`src/rtl/skinny_sbox8_dom1_seq_ctrl_if.sv`:
```
// Handshake and data bundle of the masked Skinny-128 S-box layer sequencer.
// It carries the state input, the PRNG mask stream and the substituted state output.
interface skinny_sbox8_dom1_seq_ctrl_if #(
    parameter int NSB = 4
);
    logic             in_valid;
    logic             in_ready;
    logic [127:0]     s1_i;
    logic [127:0]     s0_i;
    logic [8*NSB-1:0] rnd_i;
    logic             rnd_valid;
    logic             rnd_ready;
    logic             out_valid;
    logic             out_ready;
    logic [127:0]     s1_o;
    logic [127:0]     s0_o;

    modport master (
        output in_valid, s1_i, s0_i, rnd_i, rnd_valid, out_ready,
        input  in_ready, rnd_ready, out_valid, s1_o, s0_o
    );

    modport slave (
        input  in_valid, s1_i, s0_i, rnd_i, rnd_valid, out_ready,
        output in_ready, rnd_ready, out_valid, s1_o, s0_o
    );
endinterface

```
`src/rtl/skinny_sbox8_dom1_seq_ctrl.sv`:
```
// First-order DOM S-box layer of masked Skinny-128.
// skinny_sbox8_dom1_sni_non_pipelined: one masked 8-bit S-box. Its four NOR layers are
// DOM AND gates with one fresh bit each. Partial products of the first three layers are
// registered, so with stable inputs the result settles after three edges and is sampled
// by the sequencer on the fourth.
// skinny_sbox8_dom1_seq_ctrl: pushes the 16 state bytes through NSB instances in batches.
module skinny_sbox8_dom1_sni_non_pipelined (
    input  logic       clk,
    input  logic       rst_n,
    input  logic [7:0] x0_i,
    input  logic [7:0] x1_i,
    input  logic [7:0] r_i,
    output logic [7:0] y0_o,
    output logic [7:0] y1_o
);
    // Bit permutation between NOR layers.
    function automatic logic [7:0] perm8(input logic [7:0] x);
        return {x[2], x[1], x[7], x[6], x[4], x[0], x[3], x[5]};
    endfunction

    // Final swap of bits 1 and 2.
    function automatic logic [7:0] swap8(input logic [7:0] x);
        return {x[7:3], x[1], x[2], x[0]};
    endfunction

    // DOM partial products for NOR(x3,x2) -> bit 0 and NOR(x7,x6) -> bit 4.
    // Share 0 carries the operand inversions, so ~a = (~a0) ^ a1.
    // Layout per gate: {a1b1, a1b0^r, a0b1^r, a0b0}.
    function automatic logic [7:0] dom_prod(input logic [7:0] a0, input logic [7:0] a1,
                                            input logic [1:0] r);
        logic la0, lb0, la1, lb1, ha0, hb0, ha1, hb1;
        la0 = ~a0[2];
        lb0 = ~a0[3];
        la1 = a1[2];
        lb1 = a1[3];
        ha0 = ~a0[6];
        hb0 = ~a0[7];
        ha1 = a1[6];
        hb1 = a1[7];
        return {ha1 & hb1, (ha1 & hb0) ^ r[1], (ha0 & hb1) ^ r[1], ha0 & hb0,
                la1 & lb1, (la1 & lb0) ^ r[0], (la0 & lb1) ^ r[0], la0 & lb0};
    endfunction

    // Share-0 compression of the partial products into bits 0 and 4.
    function automatic logic [7:0] mix_sh0(input logic [7:0] x, input logic [7:0] p);
        return x ^ {3'b000, p[4] ^ p[5], 3'b000, p[0] ^ p[1]};
    endfunction

    // Share-1 compression of the partial products into bits 0 and 4.
    function automatic logic [7:0] mix_sh1(input logic [7:0] x, input logic [7:0] p);
        return x ^ {3'b000, p[7] ^ p[6], 3'b000, p[3] ^ p[2]};
    endfunction

    logic [7:0] p0_s, p1_s, p2_s, p3_s;
    logic [7:0] p0_q, p1_q, p2_q;
    logic [7:0] a0_1_s, a1_1_s, a0_2_s, a1_2_s, a0_3_s, a1_3_s;

    assign p0_s   = dom_prod(x0_i, x1_i, r_i[1:0]);
    assign a0_1_s = perm8(mix_sh0(x0_i, p0_q));
    assign a1_1_s = perm8(mix_sh1(x1_i, p0_q));
    assign p1_s   = dom_prod(a0_1_s, a1_1_s, r_i[3:2]);
    assign a0_2_s = perm8(mix_sh0(a0_1_s, p1_q));
    assign a1_2_s = perm8(mix_sh1(a1_1_s, p1_q));
    assign p2_s   = dom_prod(a0_2_s, a1_2_s, r_i[5:4]);
    assign a0_3_s = perm8(mix_sh0(a0_2_s, p2_q));
    assign a1_3_s = perm8(mix_sh1(a1_2_s, p2_q));
    assign p3_s   = dom_prod(a0_3_s, a1_3_s, r_i[7:6]);
    assign y0_o   = swap8(mix_sh0(a0_3_s, p3_s));
    assign y1_o   = swap8(mix_sh1(a1_3_s, p3_s));

    // Partial-product registers separating the DOM layers.
    always_ff @(posedge clk or negedge rst_n) begin
        if (!rst_n) begin
            p0_q <= 8'h00;
            p1_q <= 8'h00;
            p2_q <= 8'h00;
        end else begin
            p0_q <= p0_s;
            p1_q <= p1_s;
            p2_q <= p2_s;
        end
    end
endmodule

module skinny_sbox8_dom1_seq_ctrl #(
    parameter int NSB = 4,
    parameter int LAT = 4
) (
    input  logic                          clk,
    input  logic                          rst_n,
    skinny_sbox8_dom1_seq_ctrl_if.slave   bus
);
    localparam int NB = 16 / NSB;
    localparam int W  = 8 * NSB;
    localparam int CW = (LAT > 1) ? $clog2(LAT) : 1;

    typedef enum logic [1:0] {
        S_IDLE  = 2'd0,
        S_FETCH = 2'd1,
        S_HOLD  = 2'd2,
        S_DONE  = 2'd3
    } state_t;

    state_t         state_q, state_d;
    logic [3:0]     batch_q, batch_d;
    logic [CW-1:0]  cnt_q, cnt_d;
    logic [127:0]   w0_q, w0_d, w1_q, w1_d;
    logic [W-1:0]   op0_q, op0_d, op1_q, op1_d, r_q, r_d;
    logic [W-1:0]   sb0_s, sb1_s;
    logic [6:0]     base_s;
    logic           last_cnt_s, last_batch_s;
    logic           in_ready_s, out_valid_s, rnd_ready_s;

    assign base_s       = 7'(batch_q * W);
    assign last_cnt_s   = (cnt_q == CW'(LAT - 1));
    assign last_batch_s = (batch_q == 4'(NB - 1));

    // S-box instances fed only from the frozen operand and mask registers.
    for (genvar k = 0; k < NSB; k++) begin : g_sb
        skinny_sbox8_dom1_sni_non_pipelined u_sb (
            .clk   (clk),
            .rst_n (rst_n),
            .x0_i  (op0_q[8*k +: 8]),
            .x1_i  (op1_q[8*k +: 8]),
            .r_i   (r_q[8*k +: 8]),
            .y0_o  (sb0_s[8*k +: 8]),
            .y1_o  (sb1_s[8*k +: 8])
        );
    end

    // FSM state register.
    always_ff @(posedge clk or negedge rst_n) begin
        if (!rst_n) begin
            state_q <= S_IDLE;
        end else begin
            state_q <= state_d;
        end
    end

    // FSM next-state logic.
    always_comb begin
        state_d = state_q;
        case (state_q)
            S_IDLE: begin
                if (bus.in_valid) state_d = S_FETCH;
                else              state_d = S_IDLE;
            end
            S_FETCH: begin
                if (bus.rnd_valid) state_d = S_HOLD;
                else               state_d = S_FETCH;
            end
            S_HOLD: begin
                if (last_cnt_s) begin
                    if (last_batch_s) state_d = S_DONE;
                    else              state_d = S_FETCH;
                end else begin
                    state_d = S_HOLD;
                end
            end
            S_DONE: begin
                if (bus.out_ready) state_d = S_IDLE;
                else               state_d = S_DONE;
            end
            default: state_d = S_IDLE;
        endcase
    end

    // FSM outputs: handshake flags decoded from the state register.
    always_comb begin
        in_ready_s  = 1'b0;
        out_valid_s = 1'b0;
        rnd_ready_s = 1'b0;
        case (state_q)
            S_IDLE:  in_ready_s  = 1'b1;
            S_FETCH: rnd_ready_s = bus.rnd_valid;
            S_HOLD:  rnd_ready_s = 1'b0;
            S_DONE:  out_valid_s = 1'b1;
            default: in_ready_s  = 1'b0;
        endcase
    end

    assign bus.in_ready  = in_ready_s;
    assign bus.out_valid = out_valid_s;
    assign bus.rnd_ready = rnd_ready_s;
    assign bus.s0_o      = w0_q;
    assign bus.s1_o      = w1_q;

    // Datapath next-state: state capture, batch loading, in-place write-back.
    always_comb begin
        batch_d = batch_q;
        cnt_d   = cnt_q;
        w0_d    = w0_q;
        w1_d    = w1_q;
        op0_d   = op0_q;
        op1_d   = op1_q;
        r_d     = r_q;
        case (state_q)
            S_IDLE: begin
                op0_d = {W{1'b0}};
                op1_d = {W{1'b0}};
                r_d   = {W{1'b0}};
                if (bus.in_valid) begin
                    w0_d    = bus.s0_i;
                    w1_d    = bus.s1_i;
                    batch_d = 4'd0;
                end else begin
                    batch_d = batch_q;
                end
            end
            S_FETCH: begin
                if (bus.rnd_valid) begin
                    r_d   = bus.rnd_i;
                    op0_d = w0_q[base_s +: W];
                    op1_d = w1_q[base_s +: W];
                    cnt_d = {CW{1'b0}};
                end else begin
                    cnt_d = cnt_q;
                end
            end
            S_HOLD: begin
                cnt_d = cnt_q + CW'(1);
                if (last_cnt_s) begin
                    w0_d[base_s +: W] = sb0_s;
                    w1_d[base_s +: W] = sb1_s;
                    if (last_batch_s) batch_d = batch_q;
                    else              batch_d = batch_q + 4'd1;
                end else begin
                    batch_d = batch_q;
                end
            end
            S_DONE: begin
                if (bus.out_ready) begin
                    op0_d = {W{1'b0}};
                    op1_d = {W{1'b0}};
                    r_d   = {W{1'b0}};
                end else begin
                    r_d = r_q;
                end
            end
            default: begin
                batch_d = 4'd0;
            end
        endcase
    end

    // Datapath registers.
    always_ff @(posedge clk or negedge rst_n) begin
        if (!rst_n) begin
            batch_q <= 4'd0;
            cnt_q   <= {CW{1'b0}};
            w0_q    <= 128'd0;
            w1_q    <= 128'd0;
            op0_q   <= {W{1'b0}};
            op1_q   <= {W{1'b0}};
            r_q     <= {W{1'b0}};
        end else begin
            batch_q <= batch_d;
            cnt_q   <= cnt_d;
            w0_q    <= w0_d;
            w1_q    <= w1_d;
            op0_q   <= op0_d;
            op1_q   <= op1_d;
            r_q     <= r_d;
        end
    end
endmodule

```
`src/flat_wrapper.sv`:
```
// flat-port wrapper written by rule: the top's interface ports become plain ports
module skinny_sbox8_dom1_seq_ctrl_flat 
#(
    parameter int NSB = 4,
    parameter int LAT = 4
)
  (clk, rst_n, bus_in_valid, bus_s1_i, bus_s0_i, bus_rnd_i, bus_rnd_valid, bus_out_ready, bus_in_ready, bus_rnd_ready, bus_out_valid, bus_s1_o, bus_s0_o);
  skinny_sbox8_dom1_seq_ctrl_if #(.NSB(NSB)) bus_i ();
  input  logic clk;
  input  logic rst_n;
  input wire logic [$bits(bus_i.in_valid)-1:0] bus_in_valid;
  input wire logic [$bits(bus_i.s1_i)-1:0] bus_s1_i;
  input wire logic [$bits(bus_i.s0_i)-1:0] bus_s0_i;
  input wire logic [$bits(bus_i.rnd_i)-1:0] bus_rnd_i;
  input wire logic [$bits(bus_i.rnd_valid)-1:0] bus_rnd_valid;
  input wire logic [$bits(bus_i.out_ready)-1:0] bus_out_ready;
  output wire logic [$bits(bus_i.in_ready)-1:0] bus_in_ready;
  output wire logic [$bits(bus_i.rnd_ready)-1:0] bus_rnd_ready;
  output wire logic [$bits(bus_i.out_valid)-1:0] bus_out_valid;
  output wire logic [$bits(bus_i.s1_o)-1:0] bus_s1_o;
  output wire logic [$bits(bus_i.s0_o)-1:0] bus_s0_o;
  assign bus_i.in_valid = bus_in_valid;
  assign bus_i.s1_i = bus_s1_i;
  assign bus_i.s0_i = bus_s0_i;
  assign bus_i.rnd_i = bus_rnd_i;
  assign bus_i.rnd_valid = bus_rnd_valid;
  assign bus_i.out_ready = bus_out_ready;
  assign bus_in_ready = bus_i.in_ready;
  assign bus_rnd_ready = bus_i.rnd_ready;
  assign bus_out_valid = bus_i.out_valid;
  assign bus_s1_o = bus_i.s1_o;
  assign bus_s0_o = bus_i.s0_o;
  skinny_sbox8_dom1_seq_ctrl #(.NSB(NSB), .LAT(LAT)) u_core (.clk(clk), .rst_n(rst_n), .bus(bus_i));
endmodule
```
`config.mk`:
```
export PLATFORM = sky130hd
export DESIGN_NAME = skinny_sbox8_dom1_seq_ctrl_flat
export DESIGN_NICKNAME = d
export VERILOG_FILES = /design/src/rtl/skinny_sbox8_dom1_seq_ctrl_if.sv /design/src/rtl/skinny_sbox8_dom1_seq_ctrl.sv /design/src/flat_wrapper.sv
export SDC_FILE = /design/constraint.sdc
export NUM_CORES = 1
export LEC_CHECK = 0
export ABC_AREA = 1
export ABC_CLOCK_PERIOD_IN_PS = 2700
export CAP_MARGIN = 20
export CELL_PAD_IN_SITES_DETAIL_PLACEMENT = 2
export CELL_PAD_IN_SITES_GLOBAL_PLACEMENT = 2
export CORE_AREA = 2 2 305 307
export DETAILED_ROUTE_END_ITERATION = 8
export DIE_AREA = 0 0 307 309
export PLACE_DENSITY_LB_ADDON = 0.25
export SYNTH_ARGS = -nofsm -noshare
export SYNTH_HDL_FRONTEND = slang
export SYNTH_SLANG_ARGS = --single-unit
```
`constraint.sdc`:
```
create_clock -name clk -period 2.7 [get_ports clk]
set_clock_uncertainty 0.2 [all_clocks]
set_input_delay 0.27 -clock clk [delete_from_list [all_inputs] [get_ports clk]]
set_output_delay 0.27 -clock clk [all_outputs]
set_load 0.005 [all_outputs]
```
==> results of run 1 <==
Yosys cell counts:
master    instances  area [um^2]
nand2_1         500         1880
dfrtp_1         456        11400
a21oi_1         371         1860
inv_1           335         1260
o21ai_0         214         1070
a22oi_1         198         1490
nand3_1         189          946
nor2_1          101          379
buf_2            90          450
clkbuf_1         70          263
o21ai_1          70          350
xor2_1           69          604
nor3_1           51          255
nand4_1          48          300
xnor2_1          40          350
buf_4            16          120
o22ai_1          15         93.8
buf_6            14          158
buf_1             9         33.8
inv_2             7         26.3
nand3b_1          7         52.6
ha_1              5         62.6
o21ai_2           4         35.0
or2_2             4         25.0
nor2_2            2         12.5
nor2_8            2         40.0
a21oi_2           1         8.76
a22oi_2           1         12.5
a31oi_1           1         6.26
clkbuf_2          1         5.00
nand2_2           1         6.26
nand2_4           1         11.3
nor3_4            1         16.3
nor3b_1           1         7.51
nor4_4            1         21.3
o211ai_1          1         7.51
or2_1             1         6.26
layout by cell type, fill, tap and decap left out, types with 53 or more instances in the layout:
cell | netlist | final
o21ai_1 | 70 | 70
nand3_1 | 189 | 189
clkdlybuf4s50_1 | 0 | 550
o21ai_0 | 214 | 214
a21oi_1 | 371 | 371
xor2_1 | 69 | 69
clkbuf_16 | 0 | 61
buf_4 | 16 | 53
nor2_1 | 101 | 101
inv_1 | 335 | 333
nand2_1 | 500 | 500
dfrtp_1 | 456 | 454
a22oi_1 | 198 | 198
metrics by stage:
step | hold slack, ns | setup WS (ns)
global placement | 0.00641 | -0.335
CTS | 0.00108 | 0.0874
floorplan | -0.226 | 0.0339
finish | 0.0375 | 0.0842
detailed placement | 0.0135 | 0.0326
global route | 0.0302 | 0.0190
metal layers:
layer | vias up | GRT usage | wire, um
li1 | 10700 | - | -
met1 | 12700 | 0.335 | 54200
met2 | 708 | 0.480 | 66800
met3 | 237 | 0.0586 | 7530
met4 | 26 | 0.105 | 4830
met5 | - | 0 | 160
critical path, stage by stage (launching register included):
cell     delay (ns)
dfrtp_4        0.51
inv_4          0.09
buf_4          0.71
a21oi_1        0.12
o21ai_0        0.26
nand3_1        0.41
o21ai_0        0.17
how the worst max path moves through the flow:
stage	to	cells after the start
detailed placement	u_core.r_q[12]	9
global placement	u_core.r_q[13]	8
CTS	bus_rnd_ready	5
floorplan	u_core.bus.s0_o[13]	10
finish	u_core.op1_q[5]	6
global route	u_core.bus.s1_o[9]	6
sequential cells by signal, summed over array words and instances, names as in the netlist:
| name | cells |
|---|---|
| u_core.bus.s0_o | 128 |
| u_core.bus.s1_o | 128 |
| u_core.g_sb.u_sb.p0_q | 32 |
| u_core.g_sb.u_sb.p1_q | 32 |
| u_core.g_sb.u_sb.p2_q | 32 |
| u_core.op0_q | 32 |
| u_core.op1_q | 32 |
| u_core.r_q | 32 |
| u_core.batch_q | 4 |
| u_core.cnt_q | 2 |
| u_core.state_q | 2 |
kinds of logic after synthesis:
family                   count (synthesis)  share of synthesized area
AND/OR/NAND/NOR                        910                      0.167
AO/OA/AOI/OAI                          876                      0.209
buffers and inverters                  542                     0.0979
flip-flops                             456                      0.483
XOR/XNOR                               109                     0.0404
adder cells (fa/ha/maj)                  5                    0.00265
power breakdown:
group / internal (W) / leakage (nW) / total (W) / switching [W]
clock network: 0.00515 / 1.02 / 0.00847 / 0.00332
registers: 0.00997 / 5.59 / 0.0129 / 0.00288
logic: 0.00914 / 7.75 / 0.0260 / 0.0168
total: 0.0243 / 14.4 / 0.0473 / 0.0230
cell type report:
| cell class | count | area share |
|---|---|---|
| multi-input cells | 1900 | 0.303 |
| clock buffers | 87 | 0.0537 |
| flip-flops and latches | 456 | 0.348 |
| inverters | 342 | 0.0393 |
| repair buffers | 640 | 0.201 |
| well taps | 1186 | 0.0452 |
| diodes | 11 | 0.000838 |
| clock inverters | 20 | 0.00861 |
==> flow_summary_export.csv, run 1 <==
group,metric,value,unit
clock_network,cts_resized,0,
placement,post_dp_cell_area,0.0307,mm^2
sta,period_needed,2.62,ns
clock_network,cts_buffers,58,
setup_path,worst-path-max-fanout,55,
setup_path,worstReg2RegStart,"u_core.batch_q[1]",
global_route,grt_pass1_wl,193,mm
clock_network,cts_setup_buffers,0,
clock_network,cts_buffer_depth,3,
setup_path,rr_endpoint,"u_core.op1_q[5]",
clock_network,clock_latency,0.63,ns
sta,finalSetupViolCount,0,
placement,place_congestion,0.866,
floorplanning,num_rows,111,
sta,clock.fmax,382,MHz
drt,drc,0,
synthesis,syn_nets,3196,
synthesis,synth_area,0.0236,mm^2
synthesis,synth.avg_cell_area,8.15,um^2
drt,vias,24400,
synthesis,synthCells,2898,
finish,nFillCells,10200,
hold_path,hold_path.startpoint,"bus_rnd_i[3]",
drt,drt-total-wl,134,mm
clock_network,cts.sinks,456,
floorplanning,core_area,0.0914,mm^2
setup_path,crit_path_start_kind,"flip-flop",
sta,rsz0062_at_grt,"false",
synthesis,yosysWarnings,0,
finish,fin_nets,3696,
setup_path,arrival,2.96,ns
drt,viasPerCell,5.25,
setup_path,r2r_setup_slack,0.08,ns
clock_network,postCtsHoldBufs,4,
setup_path,cp-startpoint,"u_core.batch_q[1]",
finish,final_cells,4642,
drt,drtIter0Drc,1568,
floorplanning,die_width,307,um
finish,drive_gt1_frac,0.0615,
synthesis,ys_seq_elements,456,
global_route,grt_max_degree,132,
finish,final_cell_area,0.0328,mm^2
clock_network,path_clk_slew,0.06,ns
global_route,grt_pass1_vias,27500,
finish,fin_util,0.359,
placement,portBuffers,551,
job,max_cap_viol_count,0,
power,power,0.0473,W
synthesis,ys_types,37,
run_status,status,"finished clean",
hold_path,holdPathStages,3,
power,power_leakage,14.4,nW
hold_path,min_to,"u_core.r_q[3]",
setup_path,rr_worst_depth,6,
sta,relSlewSlack,0.318,
power,peakVddDrop,1170,uV
drt,wl_per_cell,28.8,um
floorplanning,start_util,0.259,
finish,multiInputGateArea,0.00997,mm^2
sta,tns,0,ns
sta,finalCritPeriodShare,0.969,
finish,seq_area,0.0114,mm^2
drt,first_pass_iters,5,
global_route,track_usage,0.276,
power,power_density,1440,mW/mm^2
clock_network,cts_tree,"yes",
placement,place_inst,4520,
setup_path,path_class,"reg2reg",
global_route,grt_antenna_before_repair,23,
clock_network,h-tree-depth,2,
placement,dp_hpwl,96.7,mm
sta,tightest_slew,1.02,ns
sta,hold_violations,0,
hold_path,min_path_type,"in2reg",
finish,syn_to_final_growth,39.0,%
setup_path,endpoint_kind,"flip-flop",
floorplanning,fp.dieH,309,um
clock_network,root_buffer,"clkbuf_16",
floorplanning,ios,552,
sta,drv_slew,0,
setup_path,required,3.04,ns
floorplanning,die_area,0.0949,mm^2
global_route,gr-total-overflow,0,
drt,detail-route-antenna-nets,0,
synthesis,seq_area_frac_synth,0.483,
No activity file was read; power rests on OpenSTA's default activity.
==> run 2, diff against run 1 <==
--- a/config.mk
+++ b/config.mk
@@ -13,6 +13,7 @@
 export CORE_AREA = 2 2 305 307
 export DETAILED_ROUTE_END_ITERATION = 8
 export DIE_AREA = 0 0 307 309
+export GPL_ROUTABILITY_DRIVEN = 0
 export PLACE_DENSITY_LB_ADDON = 0.25
 export SYNTH_ARGS = -nofsm -noshare
 export SYNTH_HDL_FRONTEND = slang
==> results of run 2 <==
The final DEF is identical to that of run 1; final timing and power are the same.
==> run 3, diff against run 2 <==
--- a/config.mk
+++ b/config.mk
@@ -6,13 +6,13 @@
 export NUM_CORES = 1
 export LEC_CHECK = 0
 export ABC_AREA = 1
-export ABC_CLOCK_PERIOD_IN_PS = 2700
+export ABC_CLOCK_PERIOD_IN_PS = 2500
 export CAP_MARGIN = 20
 export CELL_PAD_IN_SITES_DETAIL_PLACEMENT = 2
 export CELL_PAD_IN_SITES_GLOBAL_PLACEMENT = 2
-export CORE_AREA = 2 2 305 307
+export CORE_AREA = 2 2 289 291
 export DETAILED_ROUTE_END_ITERATION = 8
-export DIE_AREA = 0 0 307 309
+export DIE_AREA = 0 0 291 293
 export GPL_ROUTABILITY_DRIVEN = 0
 export PLACE_DENSITY_LB_ADDON = 0.25
 export SYNTH_ARGS = -nofsm -noshare
==> constraint.sdc (replaced) <==
create_clock -name clk -period 2.5 [get_ports clk]
set_clock_uncertainty 0.2 [all_clocks]
set_input_delay 0.25 -clock clk [delete_from_list [all_inputs] [get_ports clk]]
set_output_delay 0.25 -clock clk [all_outputs]
set_load 0.005 [all_outputs]
==> run 3 against run 2 <==
Against the previous run:
- die area down 10%
- utilization rose by 3.8 points
- worst setup slack better by 0.039 ns
- flip-flop and latch count unchanged
- routed wire length decreased by 1.9%
- global-route usage increased by 2.5 points
==> flow_summary_export.csv, run 3 (synthesized netlist as in run 1, its figures left out) <==
group,metric,value,unit
run_status,status,"finished clean",
setup_path,arrival,2.70,ns
setup_path,critPathBufInv,3,
clock_network,h-tree-depth,2,
sta,drv_slew,0,
drt,drc,0,
setup_path,endpoint_kind,"flip-flop",
power,power_density,1550,mW/mm^2
sta,finalSetupViolCount,0,
sta,hold-worst-slack,0.0373,ns
hold_path,hold_path.startpoint,"bus_rnd_i[5]",
finish,drive_gt1_frac,0.0572,
finish,multiInputGateArea,0.00997,mm^2
setup_path,crit_path_start_kind,"flip-flop",
clock_network,clock_latency,0.63,ns
global_route,grt_max_degree,153,
floorplanning,die_width,291,um
finish,final_cell_area,0.0325,mm^2
clock_network,cts_setup_buffers,0,
sta,clock.fmax,421,MHz
sta,tightest_slew,0.922,ns
finish,final_cell_mix,"549 x clkdlybuf4s50_1, 499 x nand2_1, 453 x dfrtp_1",
placement,portBuffers,551,
setup_path,worstReg2RegStart,"u_core.state_q[0]",
finish,nFillCells,9037,
sta,rsz0062_at_grt,"false",
clock_network,cts_tree,"yes",
job,max_cap_viol_count,0,
power,peakVddDrop,1360,uV
clock_network,cts_buffers,55,
setup_path,path_class,"reg2reg",
finish,fin_util,0.397,
power,p_comb_frac,0.555,
power,power.clock.fraction,0.170,
placement,dp_hpwl,95.3,mm
floorplanning,core_area,0.0818,mm^2
drt,viasPerCell,5.45,
setup_path,required,2.82,ns
setup_path,cp-startpoint,"u_core.state_q[0]",
global_route,grt_pass1_wl,190,mm
drt,wl_per_cell,29.0,um
sta,hold_violations,0,
sta,finalCritPeriodShare,0.951,
setup_path,crit_path_cell_trace,"inv_1, nand2_8, inv_2, buf_4, nand2_1, o21ai_0, nor3b_1",
floorplanning,fp.dieH,293,um
finish,fin_nets,3680,
floorplanning,num_rows,105,
setup_path,max_stage_delay,0.41,ns
sta,relSlewSlack,0.386,
sta,period_needed,2.38,ns
finish,syn_to_final_growth,37.6,%
clock_network,root_buffer,"clkbuf_16",
drt,drt-total-wl,131,mm
setup_path,crit_family,"buffers and inverters",
hold_path,min_path_type,"in2reg",
drt,drtIter0Drc,1566,
finish,seq_area,0.0114,mm^2
setup_path,critPathSlowestCell,"buf_4",
global_route,track_usage,0.301,
power,power_leakage,14.2,nW
clock_network,path_clk_slew,0.06,ns
global_route,gr-total-overflow,0,
setup_path,worst-path-max-fanout,27,
floorplanning,ios,552,
global_route,grt_antenna_before_repair,22,
power,swShare,0.493,
floorplanning,die_area,0.0853,mm^2
finish,final_common_cell,"clkdlybuf4s50_1",
global_route,grt_pass1_vias,27500,
placement,post_dp_cell_area,0.0305,mm^2
power,power,0.0505,W
drt,first_pass_iters,5,
sta,tns,0,ns
power,p_seq_frac,0.274,
drt,detail-route-antenna-nets,0,
power,p_switching,0.0249,W
clock_network,cts_buffer_depth,3,
drt,vias,24600,
power,p_int,0.0256,W
clock_network,cts.sinks,456,
floorplanning,start_util,0.289,
[run 3: layout make-up]
cell class,count,share of cell area
inverters,342,0.0398
repair buffers,627,0.202
well taps,1070,0.0412
clock buffers,84,0.0512
flip-flops and latches,456,0.351
multi-input cells,1900,0.307
clock inverters,17,0.00681
diodes,17,0.00131
[run 3: path summary, 6_finish.rpt]
path,endpoint,slack (ns),cells after the start
setup reg to reg,u_core.batch_q[2],0.12,7
min in group asynchronous,u_core.bus.s1_o[59],0.47,3
setup / recovery,u_core.batch_q[2],0.12,7
max in group asynchronous,u_core.bus.s1_o[115],0.81,4
hold reg to reg,u_core.g_sb[0].u_sb.p1_q[4],0.26,1
hold / removal,u_core.r_q[5],0.04,3
[run 3: metal layers]
layer,vias up,global-route usage,routed length [um]
li1,10700,-,-
met1,12900,0.369,53600
met2,768,0.519,65000
met3,245,0.0473,6410
met4,4,0.139,6020
met5,-,0,27
[run 3: tightest hold or removal path, stage by stage]
cell and delay (ns):
clkdlybuf4s50_1 0.42, nand3_1 0.08, o21ai_1 0.06
[run 3: stage by stage]
stage / setup WS [ns] / std cells
6_report: 0.123 / 4513
5_1_grt: 0.00417 / 4512
4_1_cts: 0.103 / 4496
3_5_place_dp: 0.0772 / 4391
3_3_place_gp: 0.212 / 4391
2_1_floorplan: 0.00540 / 2898
[run 3: what timing repair did]
| item | CTS | global route |
|---|---|---|
| pin swaps | 0 | 0 |
| hold endpoints to repair | 457 | 0 |
| resized for setup | 4 | 2 |
| setup endpoints to repair | 1 | 11 |
| hold buffers | 4 | 0 |
[run 3: power groups by stage]
stage	sequential [W]	combinational [W]	clock [W]
2_1_floorplan	0.0129	0.0137	0
3_3_place_gp	0.0137	0.0266	0
3_5_place_dp	0.0139	0.0276	0
4_1_cts	0.0138	0.0280	0.00873
5_1_grt	0.0142	0.0300	0.00899
6_report	0.0138	0.0280	0.00860
